File: src/rtl/width.svh
// Shared datapath widths for the NPU blocks.
`ifndef WIDTH_SVH
`define WIDTH_SVH
`define DATA_WIDTH 8
`endif

File: src/rtl/npu_pkg.sv
// Types shared across the NPU datapath blocks.
package npu_pkg;

   typedef enum logic [0:0] {
      FILL  = 1'b0,
      STALL = 1'b1
   } packer_state_t;

endpackage

File: src/rtl/vector_packer.sv
// Collects a stream of (x, w) element pairs into N-lane vectors for the dot-product stage.
// A vector closes at lane N-1 or on in_last; short vectors are zero-padded.
`include "width.svh"

module vector_packer
   import npu_pkg::*;
#(
   parameter int N          = 4,
   parameter int DATA_WIDTH = `DATA_WIDTH
) (
   input  logic                                clk,
   input  logic                                rst_n,
   input  logic                                in_valid,
   output logic                                in_ready,
   input  logic signed [DATA_WIDTH-1:0]        in_x,
   input  logic signed [DATA_WIDTH-1:0]        in_w,
   input  logic                                in_last,
   output logic                                out_valid,
   input  logic                                out_ready,
   output logic signed [N*DATA_WIDTH-1:0]      x,
   output logic signed [N*DATA_WIDTH-1:0]      w,
   output logic        [$clog2(N+1)-1:0]       out_count
);

   localparam int LW = $clog2(N);
   localparam int CW = $clog2(N+1);

   packer_state_t                state;
   logic        [LW-1:0]         lane;
   logic        [CW-1:0]         held_count;
   logic signed [DATA_WIDTH-1:0] fill_x  [N];
   logic signed [DATA_WIDTH-1:0] fill_w  [N];
   logic signed [DATA_WIDTH-1:0] out_x   [N];
   logic signed [DATA_WIDTH-1:0] out_w   [N];
   logic signed [DATA_WIDTH-1:0] close_x [N];
   logic signed [DATA_WIDTH-1:0] close_w [N];

   logic in_fire;
   logic out_fire;
   logic closing;
   logic out_free;

   assign in_ready = (state == FILL);
   assign in_fire  = in_valid && in_ready;
   assign out_fire = out_valid && out_ready;
   assign closing  = in_fire && (in_last || (lane == LW'(N-1)));
   assign out_free = !out_valid || out_ready;

   // The vector as it looks once the current element lands: lanes above it read as zero
   // so an early-closed vector contributes nothing extra to the dot product.
   always_comb begin
      // NOTE: every combinational output gets a default first, so no path leaves it unassigned (no latch).
      close_x = '{default: '0};
      close_w = '{default: '0};
      for (int i = 0; i < N; i++) begin
         if (LW'(i) < lane) begin
            close_x[i] = fill_x[i];
            close_w[i] = fill_w[i];
         end else if (LW'(i) == lane) begin
            close_x[i] = in_x;
            close_w[i] = in_w;
         end
      end
   end

   // NOTE: the fill buffer carries no reset; it is only ever read below the lane index,
   // and lanes above it are masked when a vector closes.
   always_ff @(posedge clk) begin
      if (in_fire && !closing) begin
         fill_x[lane] <= in_x;
         fill_w[lane] <= in_w;
      end else if (closing && !out_free) begin
         fill_x <= close_x;
         fill_w <= close_w;
      end
   end

   // NOTE: sequential state uses non-blocking assignments only, so every read sees pre-edge values.
   always_ff @(posedge clk or negedge rst_n) begin
      if (!rst_n) begin
         state      <= FILL;
         lane       <= '0;
         held_count <= '0;
         out_valid  <= 1'b0;
         out_count  <= '0;
         out_x      <= '{default: '0};
         out_w      <= '{default: '0};
      end else begin
         case (state)
            FILL: begin
               if (in_fire) begin
                  lane <= closing ? '0 : lane + LW'(1);
               end
               if (closing && out_free) begin
                  out_x     <= close_x;
                  out_w     <= close_w;
                  out_count <= CW'(lane) + CW'(1);
                  out_valid <= 1'b1;
               end else if (closing) begin
                  held_count <= CW'(lane) + CW'(1);
                  state      <= STALL;
               end else if (out_fire) begin
                  out_valid <= 1'b0;
               end
            end
            STALL: begin
               // The output register is always occupied here, so out_ready alone means a drain.
               if (out_ready) begin
                  out_x     <= fill_x;
                  out_w     <= fill_w;
                  out_count <= held_count;
                  state     <= FILL;
               end
            end
            default: state <= FILL;
         endcase
      end
   end

   always_comb begin
      x = '0;
      w = '0;
      for (int i = 0; i < N; i++) begin
         x[i*DATA_WIDTH +: DATA_WIDTH] = out_x[i];
         w[i*DATA_WIDTH +: DATA_WIDTH] = out_w[i];
      end
   end

endmodule
File: config.mk
export PLATFORM = sky130hd
export DESIGN_NAME = vector_packer
export DESIGN_NICKNAME = d
export VERILOG_FILES = /design/src/rtl/npu_pkg.sv /design/src/rtl/vector_packer.sv
export VERILOG_INCLUDE_DIRS = /design/src /design/src/rtl
export SDC_FILE = /design/constraint.sdc
export NUM_CORES = 1
export LEC_CHECK = 0
export CORE_MARGIN = 5
export CORE_UTILIZATION = 51
export CTS_BUF_LIST = sky130_fd_sc_hd__clkbuf_2
export DETAILED_ROUTE_END_ITERATION = 16
export HOLD_SLACK_MARGIN = 0.1
export PLACE_DENSITY_LB_ADDON = 0.1
export SLEW_MARGIN = 20
export SYNTH_ARGS = -nofsm -noshare
export SYNTH_HDL_FRONTEND = slang
export SYNTH_SLANG_ARGS = --single-unit
File: constraint.sdc
create_clock -name clk -period 3.4 [get_ports clk]
set_input_delay 1.02 -clock clk [delete_from_list [all_inputs] [get_ports clk]]
set_output_delay 1.02 -clock clk [all_outputs]
set_load 0.01 [all_outputs]
==> run summary <==
CTS Buf Count - 17
Die Width - 124 um
async set-reset flop share out of synthesis - 0.536
drt drc - 0
Post-Syn Nets - 576
Via density - 5.46
max cap viols - 0
Final Cycle Share - 0.950
PwrDens - 632 nW/um2
RSZ-0062 raised after global routing - no
layout net count - 651
multi-input combinational cell area - 2540 um2
post-synthesis sequential area ratio - 0.574
YS warnings - 0
Setup Skew - 0.0301 ns
Critical Path Fanout Max - 19
clk_lat worst skew - 0.71 ns
maximum vdd drop - 0.000395 V
Worst-Margin Slew - 0.817 ns
outcome - finished clean
synthesized instance count - 550
ys flop type - dfrtp_1
Slew HR - 0.455
Die Y - 124 um
mapped cell area - 6570 um2
Max Slew Vio Count - 0
H-tree depth - 4
CTS Buffer Depth - 2
register area - 3770 um2
final hold violations - 0
PortBufs - 89
commonest cells after routing, fill and taps aside - o21ai_0, mux2_2, clkdlybuf4s50_1
CTS tree - done
final setup fails - 0
Worst Reg-to-Reg Cells - 4
Root Driver - clkbuf_2
drt first pass iters - 5
flip-flop and latch count after synthesis - 138
Final ANT Viol Nets - 0
Hold-fix buffers, CTS - 0
GPL Wtd Cong - 0.807
DR iter-0 viols - 423
CP arrival - 2.21 ns
initial antenna violation count - 1
Final WS setup - 0.171 ns
CTS Sinks - 138
effective utilization at floorplan - 0.521
CORE AREA - 12,600 um2
first-pass GRT wire length - 23,400 um
Mean Syn Cell Area - 11.9 um2
number of global-route vias before repair - 4,482
HPWL after DPL - 9730 um
DIE AREA - 15,300 um2
share of cells above drive strength 1 - 0.255
most common cell after layout, fill and taps aside - o21ai_0
postcts setup bufs - 0
routed via count - 4,425
WS Path Type - register to primary output
I/O pins - 90
FMAX - 310 MHz
gr ovfl total - 0
required time of the critical path - 2.38 ns
routed wire length - 14,700 um
EDFF count, synth - 64
Hold WC Path Type - primary input to asynchronous set/reset pin
Tot GR Track Use - 0.206
PostCTS Resize Cnt - 0
Layout area overhead - 17.5%
WL per Instance - 18.2 um
Row Count - 41
Final Critical Period - 3.23 ns
largest net degree at the start of global routing - 75
crit path launch type - register
clock transition at the registers of the reported paths - 0.19 ns
design area - 7720 um2
Cell Area, Placed - 7530 um2
pre-CTS setup slack - 0.364 ns
Lkg Pwr - 3.12 nW
critical path endpoint category - primary output
Synth cell types - 25
FILL cells - 1,067
synthesized netlist by cell type (all sizes together) (5+ instances only):
cell type / count / area (um2)
mux2: 103 / 1170
dfrtp: 74 / 1850
edfxtp: 64 / 1920
buf: 18 / 125
nand2: 68 / 255
clkbuf: 27 / 101
nand3: 32 / 160
and2: 18 / 118
inv: 9 / 33.8
o21ai: 123 / 691
ha: 5 / 62.6
area by class of cell:
| class | instances | share of cell area |
|---|---|---|
| flip-flops and latches | 138 | 0.489 |
| multi-input cells | 358 | 0.329 |
| repair buffers | 101 | 0.129 |
| well taps | 172 | 0.0279 |
| clock buffers | 20 | 0.0130 |
| clock inverters | 12 | 0.00762 |
| inverters | 9 | 0.00438 |
| diodes | 1 | 0.000324 |
routing by layer:
layer / up-vias / share of wire / global-route usage
met5: - / 0 / 0
met4: 0 / 0.029 / 0.0990
met3: 29 / 0.064 / 0.0448
met2: 159 / 0.46 / 0.313
met1: 2127 / 0.44 / 0.280
li1: 2110 / - / -
where the power goes:
group	switching (mW)	leakage, nW	total (mW)	internal [mW]
registers	0.183	1.57	2.34	2.15
logic	0.832	1.44	1.80	0.970
clock network	0.560	0.111	0.739	0.179
total	1.58	3.12	4.88	3.30
path summary, 6_finish.rpt:
path / startpoint / to / slack (ns)
worst max-delay path: state$_DFF_PN0_ / in_ready / 0.17
worst min-delay path: rst_n / x[19]$_DFFE_PN0P_ / 0.17
worst max register to register: lane[0]$_DFFE_PN0P_ / fill_w[29]$_DFFE_PP_ / 0.83
worst min register to register: w[22]$_DFFE_PN0P_ / w[22]$_DFFE_PN0P_ / 0.50
max in group asynchronous: rst_n / w[5]$_DFFE_PN0P_ / 2.64
min in group clk: w[22]$_DFFE_PN0P_ / w[22]$_DFFE_PN0P_ / 0.50
critical path, cell delays in order, from the launching register on:
cell and delay (ns):
dfrtp_1 0.52, inv_2 0.36, clkdlybuf4s50_1 0.62
flip-flops by register name, summed over array words and instances (netlist names), 2 cells and up:
name        count
fill_w         32
fill_x         32
held_count      3
lane            2
out_count       3
w              32
x              32
through the flow:
step | hold WS, ns | total power, mW | cells | utilization | TNS [ns]
CTS | 0.403 | 4.94 | 809 | 0.609 | 0
global route | 0.114 | 5.20 | 811 | 0.612 | 0
finish | 0.169 | 4.88 | 811 | 0.612 | 0
global placement | 0.467 | 4.14 | 777 | 0.597 | 0
floorplan | 0.476 | 3.36 | 550 | - | -0.875
detailed placement | 0.474 | 4.19 | 777 | 0.597 | 0
kinds of logic after synthesis:
logic type | share of synthesized area
AO/OA/AOI/OAI | 0.108
adder cells (fa/ha/maj) | 0.00952
buffers and inverters | 0.0396
flip-flops | 0.574
multiplexers | 0.178
AND/OR/NAND/NOR | 0.0903
Note: power is estimated with default switching activity, not from simulation.
